`src/rtl/fetch_ctl.sv`:
```
// fetch_ctl: instruction-fetch sequencer.
// Owns the fetch PC, issues in-order word requests to instruction memory under a
// credit limit, buffers returned words tagged with their PC, and hands them to
// decode. A redirect flushes the buffer and schedules stale responses for discard.
module fetch_ctl #(
  parameter int unsigned     XLEN     = 32,
  parameter logic [XLEN-1:0] RESET_PC = '0,
  parameter int unsigned     DEPTH    = 2
) (
  input  logic            clk,
  input  logic            rst,
  input  logic            redirect_valid,
  input  logic [XLEN-1:0] redirect_pc,
  output logic            imem_req_valid,
  input  logic            imem_req_ready,
  output logic [XLEN-1:0] imem_req_addr,
  input  logic            imem_rsp_valid,
  input  logic [XLEN-1:0] imem_rsp_data,
  output logic            inst_valid,
  input  logic            inst_ready,
  output logic [XLEN-1:0] inst_out,
  output logic [XLEN-1:0] inst_pc
);

  localparam int unsigned AW = $clog2(DEPTH);
  localparam int unsigned CW = AW + 1;
  localparam logic [CW+1:0] DEPTH_W = DEPTH[CW+1:0];

  logic [XLEN-1:0] fetch_pc_q, fetch_pc_d;
  logic [CW-1:0]   out_cnt_q, out_cnt_d;
  logic [CW-1:0]   drop_cnt_q, drop_cnt_d;
  logic [CW-1:0]   fifo_cnt_q, fifo_cnt_d;
  logic [AW-1:0]   fifo_rd_q, fifo_rd_d;
  logic [AW-1:0]   fifo_wr_q, fifo_wr_d;
  logic [AW-1:0]   ipq_rd_q, ipq_rd_d;
  logic [AW-1:0]   ipq_wr_q, ipq_wr_d;
  logic [XLEN-1:0] fifo_data_q [DEPTH];
  logic [XLEN-1:0] fifo_data_d [DEPTH];
  logic [XLEN-1:0] fifo_pc_q   [DEPTH];
  logic [XLEN-1:0] fifo_pc_d   [DEPTH];
  logic [XLEN-1:0] ipq_pc_q    [DEPTH];
  logic [XLEN-1:0] ipq_pc_d    [DEPTH];

  logic [CW+1:0] credit_use;
  logic          req_fire;
  logic          rsp_take;
  logic          rsp_drop;
  logic          inst_pop;
  logic          unused_redirect_lo;

  // Word alignment discards the low target bits.
  assign unused_redirect_lo = ^redirect_pc[1:0];

  // Request/decode handshake decode; credits cover in-flight, buffered and to-be-dropped words.
  always_comb begin
    credit_use     = {2'b00, out_cnt_q} + {2'b00, fifo_cnt_q} + {2'b00, drop_cnt_q};
    imem_req_valid = !rst && !redirect_valid && (credit_use < DEPTH_W);
    imem_req_addr  = fetch_pc_q;
    req_fire       = imem_req_valid && imem_req_ready;
    rsp_drop       = imem_rsp_valid && (drop_cnt_q != '0);
    rsp_take       = imem_rsp_valid && (drop_cnt_q == '0);
    inst_valid     = (fifo_cnt_q != '0);
    inst_out       = fifo_data_q[fifo_rd_q];
    inst_pc        = fifo_pc_q[fifo_rd_q];
    inst_pop       = inst_valid && inst_ready;
  end

  // Next-state: redirect overrides every other event in its cycle.
  always_comb begin
    fetch_pc_d  = fetch_pc_q;
    out_cnt_d   = out_cnt_q;
    drop_cnt_d  = drop_cnt_q;
    fifo_cnt_d  = fifo_cnt_q;
    fifo_rd_d   = fifo_rd_q;
    fifo_wr_d   = fifo_wr_q;
    ipq_rd_d    = ipq_rd_q;
    ipq_wr_d    = ipq_wr_q;
    fifo_data_d = fifo_data_q;
    fifo_pc_d   = fifo_pc_q;
    ipq_pc_d    = ipq_pc_q;
    if (redirect_valid) begin
      fetch_pc_d = {redirect_pc[XLEN-1:2], 2'b00};
      fifo_cnt_d = '0;
      fifo_rd_d  = '0;
      fifo_wr_d  = '0;
      ipq_rd_d   = '0;
      ipq_wr_d   = '0;
      out_cnt_d  = '0;
      // A response arriving now is discarded whichever counter it was charged to.
      drop_cnt_d = drop_cnt_q + out_cnt_q - CW'(imem_rsp_valid);
    end else begin
      if (req_fire) begin
        ipq_pc_d[ipq_wr_q] = fetch_pc_q;
        ipq_wr_d           = ipq_wr_q + AW'(1);
        fetch_pc_d         = fetch_pc_q + XLEN'(4);
      end
      if (rsp_drop) begin
        drop_cnt_d = drop_cnt_q - CW'(1);
      end
      if (rsp_take) begin
        fifo_data_d[fifo_wr_q] = imem_rsp_data;
        fifo_pc_d[fifo_wr_q]   = ipq_pc_q[ipq_rd_q];
        fifo_wr_d              = fifo_wr_q + AW'(1);
        ipq_rd_d               = ipq_rd_q + AW'(1);
      end
      if (inst_pop) begin
        fifo_rd_d = fifo_rd_q + AW'(1);
      end
      out_cnt_d  = out_cnt_q + CW'(req_fire) - CW'(rsp_take);
      fifo_cnt_d = fifo_cnt_q + CW'(rsp_take) - CW'(inst_pop);
    end
  end

  // State registers with asynchronous reset.
  always_ff @(posedge clk or posedge rst) begin
    if (rst) begin
      fetch_pc_q  <= RESET_PC;
      out_cnt_q   <= '0;
      drop_cnt_q  <= '0;
      fifo_cnt_q  <= '0;
      fifo_rd_q   <= '0;
      fifo_wr_q   <= '0;
      ipq_rd_q    <= '0;
      ipq_wr_q    <= '0;
      fifo_data_q <= '{default: '0};
      fifo_pc_q   <= '{default: '0};
      ipq_pc_q    <= '{default: '0};
    end else begin
      fetch_pc_q  <= fetch_pc_d;
      out_cnt_q   <= out_cnt_d;
      drop_cnt_q  <= drop_cnt_d;
      fifo_cnt_q  <= fifo_cnt_d;
      fifo_rd_q   <= fifo_rd_d;
      fifo_wr_q   <= fifo_wr_d;
      ipq_rd_q    <= ipq_rd_d;
      ipq_wr_q    <= ipq_wr_d;
      fifo_data_q <= fifo_data_d;
      fifo_pc_q   <= fifo_pc_d;
      ipq_pc_q    <= ipq_pc_d;
    end
  end

  // A response with nothing in flight or pending discard means the memory broke ordering.
  a_rsp_expected: assert property (@(posedge clk) disable iff (rst)
    imem_rsp_valid |-> ((out_cnt_q != '0) || (drop_cnt_q != '0)));

endmodule

```
`config.mk`:
```
export PLATFORM = sky130hd
export DESIGN_NAME = fetch_ctl
export DESIGN_NICKNAME = d
export VERILOG_FILES = /design/src/rtl/fetch_ctl.sv
export SDC_FILE = /design/constraint.sdc
export NUM_CORES = 1
export LEC_CHECK = 0
export BUFFER_PORTS_ARGS = -buffer_cell sky130_fd_sc_hd__clkbuf_2
export CORE_UTILIZATION = 51
export CTS_BUF_LIST = sky130_fd_sc_hd__clkbuf_4 sky130_fd_sc_hd__clkbuf_8 sky130_fd_sc_hd__clkbuf_16
export DETAILED_ROUTE_END_ITERATION = 16
export PLACE_DENSITY = 0.76
export SETUP_SLACK_MARGIN = 0.3
export SLEW_MARGIN = 20
export SYNTH_ARGS = -nofsm -noshare
export SYNTH_HDL_FRONTEND = slang
export SYNTH_SLANG_ARGS = --single-unit
```
`constraint.sdc`:
```
create_clock -name clk -period 9.64 [get_ports clk]
set_input_delay 0.482 -clock clk [delete_from_list [all_inputs] [get_ports clk]]
set_output_delay 0.482 -clock clk [all_outputs]
set_load 0.02 [all_outputs]
```
==> impl_metrics.json, run 1 <==
{
  "coreArea_um2": 19500,
  "cts_tree": "built",
  "switchingPower_uw": 1390,
  "avgSynthCellArea_um2": 11.9,
  "yosysMostFrequentCell": "dfrtp_1",
  "finClkSkew_ns": 0.0204,
  "drt_pre_antenna_iters": 4,
  "post-route-util_pct": 61.5,
  "criticalPathCategory": "flop to flop",
  "area_growth_pct": 17.5,
  "insertion_delay_ns": 0.52,
  "seqPwrFrac_pct": 40.4,
  "synth.cell_area_um2": 10200,
  "drc": 0,
  "clkTransAtPathRegs_ns": 0.06,
  "fin_crit_ns": 3.99,
  "register_area_um2": 5610,
  "p_leak_uw": 0.00565,
  "rr_startpoint": "out_cnt_q[1]$_DFF_PP0_",
  "min_path_type": "primary input to async pin",
  "post_cts_buffers": 0,
  "synth_top_area_share_pct": 54.9,
  "grt-ovfl-total": 0,
  "die-width_um": 144,
  "antenna_found_initial": 1,
  "r2r-end": "ipq_pc_q[55]$_DFFE_PP0P_",
  "cts_hold_buf": 0,
  "htree_levels": 1,
  "ys_warn_count": 0,
  "setup_viol": 0,
  "rsz0062_at_grt": "no",
  "vias": 7049,
  "critPathLaunchType": "flop",
  "grtUsageTotal_pct": 22.0,
  "ys_ff_latch": 224,
  "drt_iter0_drc": 444,
  "internal-power_uw": 2520,
  "tightest_slew_ns": 1.09,
  "crit_path_end_kind": "flop",
  "grt_pass1_vias": 6922,
  "grt_pass1_wl_um": 35700,
  "synth_edf_count": 0,
  "multi_input_area_um2": 4320,
  "portBuffers": 161,
  "required_ns": 10.02,
  "cts_sinks": 224,
  "synth_area_leader_cell": "dfrtp_1",
  "async_flop_share_pct": 100,
  "critical_path_arrival_ns": 4.37,
  "drv_cap": 0,
  "r2r_cells": 10,
  "clock-root-buffer": "clkbuf_16",
  "cts_buffers": 24,
  "hold-worst-slack_ns": 0.0961,
  "drive_gt1_share_pct": 40.3,
  "post-route-period-util_pct": 41.4,
  "drt-total-wl_um": 22300,
  "synthFlopType": "dfrtp_1",
  "cts_resized": 0,
  "peakVddDrop_uv": 205,
  "finalHoldViolCount": 0,
  "io_pins": 168,
  "comb_power_share_pct": 36.3,
  "grt_max_degree": 154,
  "pwr-share-clk_pct": 23.3,
  "synth_commonest_cells": "224 x dfrtp_1, 184 x mux2_2, 73 x nand2_1, 54 x o21ai_0, 52 x nor2_1",
  "num_rows": 51,
  "syn-instance-count": 856,
  "reg2reg_setup_slack_ns": 5.65,
  "routedWlPerCell_um": 17.4,
  "ctsLongestPathBuffers": 3,
  "dpl.hpwl_um": 14300,
  "ant_nets": 0,
  "ys_types": 50,
  "post_drt_via_cell_ratio": 5.50,
  "relSlewSlack_pct": 27.3,
  "status": "completed",
  "slew_viol_final": 0,
  "n_fill_cell": 1588,
  "initial_utilization_pct": 52.3,
  "fin_tns_setup_ns": 0,
  "worst-path-max-fanout": 44,
  "p_per_area_nw_per_um2": 326,
  "max_freq_ghz": 0.250,
  "dieArea_um2": 20600,
  "yosys-top-cells-area": "dfrtp_1 55%, mux2_2 20%, mux2i_1 3.2%, nand2_1 2.7%, o21ai_0 2.6%",
  "p_sw_share_pct": 35.6,
  "gp_congestion": 0.818,
  "dieHeight_um": 144,
  "nets": 1080,
  "ys_seq_area_share_pct": 54.9
}
## routing by layer
| layer | global-route usage [%] | vias to the layer above | part of all wire (%) |
|---|---|---|---|
| met5 | 0 | - | 0 |
| met2 | 36.0 | 235 | 47 |
| met1 | 30.8 | 3489 | 45 |
| li1 | - | 3298 | - |
| met3 | 3.60 | 27 | 6.4 |
| met4 | 4.98 | 0 | 1.5 |
## sequential cells by signal, summed over array words and instances, names as in the netlist
name           cells
out_cnt_q          2
fifo_wr_q          1
drop_cnt_q         2
ipq_pc_q          60
fifo_data_q       64
fifo_pc_q         60
fifo_cnt_q         2
ipq_rd_q           1
ipq_wr_q           1
imem_req_addr     30
fifo_rd_q          1
## critical path, cell delays in order (launching register included)
cell and delay, ns:
dfrtp_1 0.39, inv_1 0.08, fa_1 0.53, inv_1 0.04
ha_1 0.19, nor4b_2 0.23, and2_1 0.55, inv_2 0.47
nor2_2 0.56, buf_4 0.43, mux2_2 0.38
## cells in the final DEF (no fill, tap or decap), types with 4 or more instances in the layout
master       n
buf_4       10
clkbuf_4     4
nor2b_1      5
clkbuf_16   25
ha_1        11
and3_1       5
nand4_1     13
nand3_1     16
clkbuf_2   161
xor2_1      10
xnor2_1      9
nand2_1     73
o311ai_0     6
a21oi_1     35
dfrtp_1    222
mux2_2     184
conb_1       4
o21ai_0     54
inv_1       16
a31oi_1      4
clkinv_2     8
mux2i_1     33
nor2_1      51
## final cells by class
class	count	share of cell area (%)
Timing Repair Buffer	171	7.33
Clock inverter	14	1.09
Antenna cell	1	0.0208
Inverter	18	0.667
Clock buffer	29	5.46
Tap cell	265	2.76
Sequential cell	224	46.7
Multi-Input combinational cell	559	36.0
## through the flow
step | setup WS, ns | total power [uW] | std cells | cell area, um2
after floorplan | 3.02 | 2590 | 859 | 10200
after detailed placement | 5.69 | 3020 | 1237 | 11200
after global placement | 5.68 | 2970 | 1237 | 11200
final | 5.65 | 3910 | 1281 | 12000
after global routing | 5.39 | 4170 | 1280 | 12000
after CTS | 5.67 | 3950 | 1280 | 12000
## power by group through the flow
| stage | Clock, uW | Sequential [uW] | Combinational, uW |
|---|---|---|---|
| after global routing | 973 | 1630 | 1560 |
| after detailed placement | 0 | 1600 | 1430 |
| final | 911 | 1580 | 1420 |
| after floorplan | 0 | 1510 | 1080 |
| after CTS | 932 | 1580 | 1440 |
| after global placement | 0 | 1570 | 1400 |
## worst max path at each step
stage                                 startpoint                         to  slack, ns  depth (start not counted)
after CTS                 out_cnt_q[1]$_DFF_PP0_   ipq_pc_q[61]$_DFFE_PP0P_       5.67                         10
after detailed placement  out_cnt_q[1]$_DFF_PP0_   ipq_pc_q[61]$_DFFE_PP0P_       5.69                         10
after floorplan                              rst  drop_cnt_q[0]$_DFFE_PP0P_       3.02                          1
after global routing      out_cnt_q[1]$_DFF_PP0_   ipq_pc_q[55]$_DFFE_PP0P_       5.39                         10
final                     out_cnt_q[1]$_DFF_PP0_   ipq_pc_q[55]$_DFFE_PP0P_       5.65                         10
after global placement    out_cnt_q[1]$_DFF_PP0_   ipq_pc_q[49]$_DFFE_PP0P_       5.68                         10
## cell families after synthesis
group,share of synthesized area (%)
AO/OA/AOI/OAI,6.72
XOR/XNOR,1.63
adder cells (fa/ha/maj),1.54
buffers and inverters,3.22
flip-flops,54.9
multiplexers,23.5
other,0.0367
AND/OR/NAND/NOR,8.47
Note: power is estimated with default switching activity, not from simulation.
==> run 2, diff against run 1 <==
--- a/config.mk
+++ b/config.mk
@@ -9,7 +9,7 @@
 export CORE_UTILIZATION = 51
 export CTS_BUF_LIST = sky130_fd_sc_hd__clkbuf_4 sky130_fd_sc_hd__clkbuf_8 sky130_fd_sc_hd__clkbuf_16
 export DETAILED_ROUTE_END_ITERATION = 16
-export PLACE_DENSITY = 0.76
+export PLACE_DENSITY = 0.79
 export SETUP_SLACK_MARGIN = 0.3
 export SLEW_MARGIN = 20
 export SYNTH_ARGS = -nofsm -noshare
==> constraint.sdc (replaced) <==
create_clock -name clk -period 3.5 [get_ports clk]
set_input_delay 0.175 -clock clk [delete_from_list [all_inputs] [get_ports clk]]
set_output_delay 0.175 -clock clk [all_outputs]
set_load 0.02 [all_outputs]
==> impl_metrics.json, run 2 (synthesis results as in run 1) <==
{
  "diodes": 0,
  "top_register": "fifo_data_q",
  "crit_path_end_kind": "flop",
  "drt-total-wl_um": 23700,
  "drt_pre_antenna_iters": 4,
  "placed_cells": 1246,
  "post-route-util_pct": 65.5,
  "grt_pass1_wl_um": 38100,
  "criticalPathCategory": "flop to flop",
  "num_rows": 51,
  "final_common_cell": "dfrtp_1",
  "worst-path-max-fanout": 23,
  "initial_utilization_pct": 52.3,
  "htree_levels": 1,
  "finalHoldViolCount": 0,
  "cts_sinks": 224,
  "layout_common_cells": "222 x dfrtp_1, 184 x mux2_2, 161 x clkbuf_2",
  "hold-worst-slack_ns": 0.0218,
  "io_pins": 168,
  "post_drt_via_cell_ratio": 5.42,
  "rsz0062_at_grt": "no",
  "coreArea_um2": 19500,
  "fin_crit_ns": 2.88,
  "drive_gt1_share_pct": 38.6,
  "insertion_delay_ns": 0.51,
  "setup_viol": 0,
  "instances_no_fill": 1352,
  "drc": 0,
  "grt-ovfl-total": 0,
  "grtUsageTotal_pct": 23.6,
  "clkTransAtPathRegs_ns": 0.06,
  "die-width_um": 144,
  "dieHeight_um": 144,
  "antenna_found_initial": 0,
  "grt_max_degree": 71,
  "max_freq_ghz": 0.348,
  "critical_path_arrival_ns": 3.24,
  "drv_cap": 0,
  "fin_tns_setup_ns": 0,
  "vias": 7333,
  "clock-root-buffer": "clkbuf_16",
  "finClkSkew_ns": 0.0145,
  "area_growth_pct": 25.3,
  "critPathLaunchType": "flop",
  "min_path_type": "primary input to flop",
  "p_total_uw": 11000,
  "routedWlPerCell_um": 17.5,
  "slew_viol_final": 0,
  "gp_congestion": 0.840,
  "cts_buffers": 25,
  "post-route-period-util_pct": 82.2,
  "p_leak_uw": 0.00600,
  "cts_resized": 0,
  "largest_reg_flops": 64,
  "nets": 1152,
  "tightest_slew_ns": 1.04,
  "ant_nets": 0,
  "cts_tree": "built",
  "top_regs": "fifo_data_q: 64 flops, fifo_pc_q: 60 flops, ipq_pc_q: 60 flops",
  "grt_pass1_vias": 7507,
  "dieArea_um2": 20600,
  "status": "completed",
  "dpl.hpwl_um": 14600,
  "required_ns": 3.86,
  "p_per_area_nw_per_um2": 861,
  "relSlewSlack_pct": 31.0,
  "peakVddDrop_uv": 457,
  "ctsLongestPathBuffers": 3,
  "portBuffers": 161,
  "drt_iter0_drc": 380
}
-- run 2: cell count changes in the layout (fill, tap and decap cells not counted), sizes merged --
| cell | before | now |
|---|---|---|
| buf | 10 | 20 |
| dlygate4sd3 | 0 | 61 |
| diode | 1 | 0 |
| clkbuf | 190 | 198 |
| clkinvlp | 3 | 1 |
| clkinv | 9 | 5 |
| inv | 18 | 17 |
-- run 2: per-layer routing --
| layer | wire length (um) | GRT usage (%) | share of wire [%] | vias up |
|---|---|---|---|---|
| met5 | 0 | 0 | 0 | - |
| met4 | 382 | 6.16 | 1.6 | 0 |
| met3 | 1590 | 4.27 | 6.7 | 30 |
| met2 | 11700 | 40.3 | 49 | 252 |
| met1 | 10000 | 30.8 | 42 | 3603 |
| li1 | - | - | - | 3448 |
-- run 2: path summary, 6_finish.rpt --
kind	startpoint	to	slack (ns)	depth (start not counted)
min in group asynchronous	rst	fifo_cnt_q[0]$_DFF_PP0_	0.24	3
worst min register to register	fifo_pc_q[10]$_DFFE_PP0P_	fifo_pc_q[10]$_DFFE_PP0P_	0.47	2
worst max-delay path	out_cnt_q[1]$_DFF_PP0_	out_cnt_q[1]$_DFF_PP0_	0.62	12
worst min-delay path	redirect_pc[19]	imem_req_addr[19]$_DFFE_PP0P_	0.02	4
worst max register to register	out_cnt_q[1]$_DFF_PP0_	out_cnt_q[1]$_DFF_PP0_	0.62	12
max in group asynchronous	rst	fifo_data_q[31]$_DFFE_PP0P_	2.31	5
-- run 2: power breakdown --
| group | leakage (uW) | switching, uW | internal, uW |
|---|---|---|---|
| sequential | 0.00285 | 712 | 3640 |
| clock | 0.000427 | 1010 | 1630 |
| combinational | 0.00272 | 2140 | 1890 |
| total | 0.00600 | 3860 | 7160 |
-- run 2: per-stage QoR --
stage | setup slack [ns] | area, um2
2_1_floorplan | 0.401 | 10200
3_3_place_gp | 0.769 | 11300
3_5_place_dp | 0.720 | 11300
4_1_cts | 0.687 | 12800
5_1_grt | 0.474 | 12800
6_report | 0.623 | 12800
-- run 2: worst max-delay path, cell delays in order (launching register included) --
cell	delay [ns]
dfrtp_1	0.41
inv_1	0.08
fa_1	0.53
inv_1	0.04
ha_1	0.20
nor4b_2	0.23
and2_1	0.21
inv_2	0.19
ha_1	0.33
inv_1	0.04
ha_1	0.19
xnor2_1	0.21
nor2_1	0.08
-- run 2: area by class of cell --
type,instances,area [um2]
Tap cell,265,332
Clock buffer,37,753
Clock inverter,7,85.1
Fill cell,1494,6730
Timing Repair Buffer,242,1630
Multi-Input combinational cell,559,4320
Inverter,18,71.3
Sequential cell,224,5610
-- run 2: what timing repair did --
item / CTS / global route
endpoints found under the setup margin: 0 / 0
hold buffers: 61 / 0
buffers inserted: 0 / 0
endpoints found under the hold margin: 137 / 0
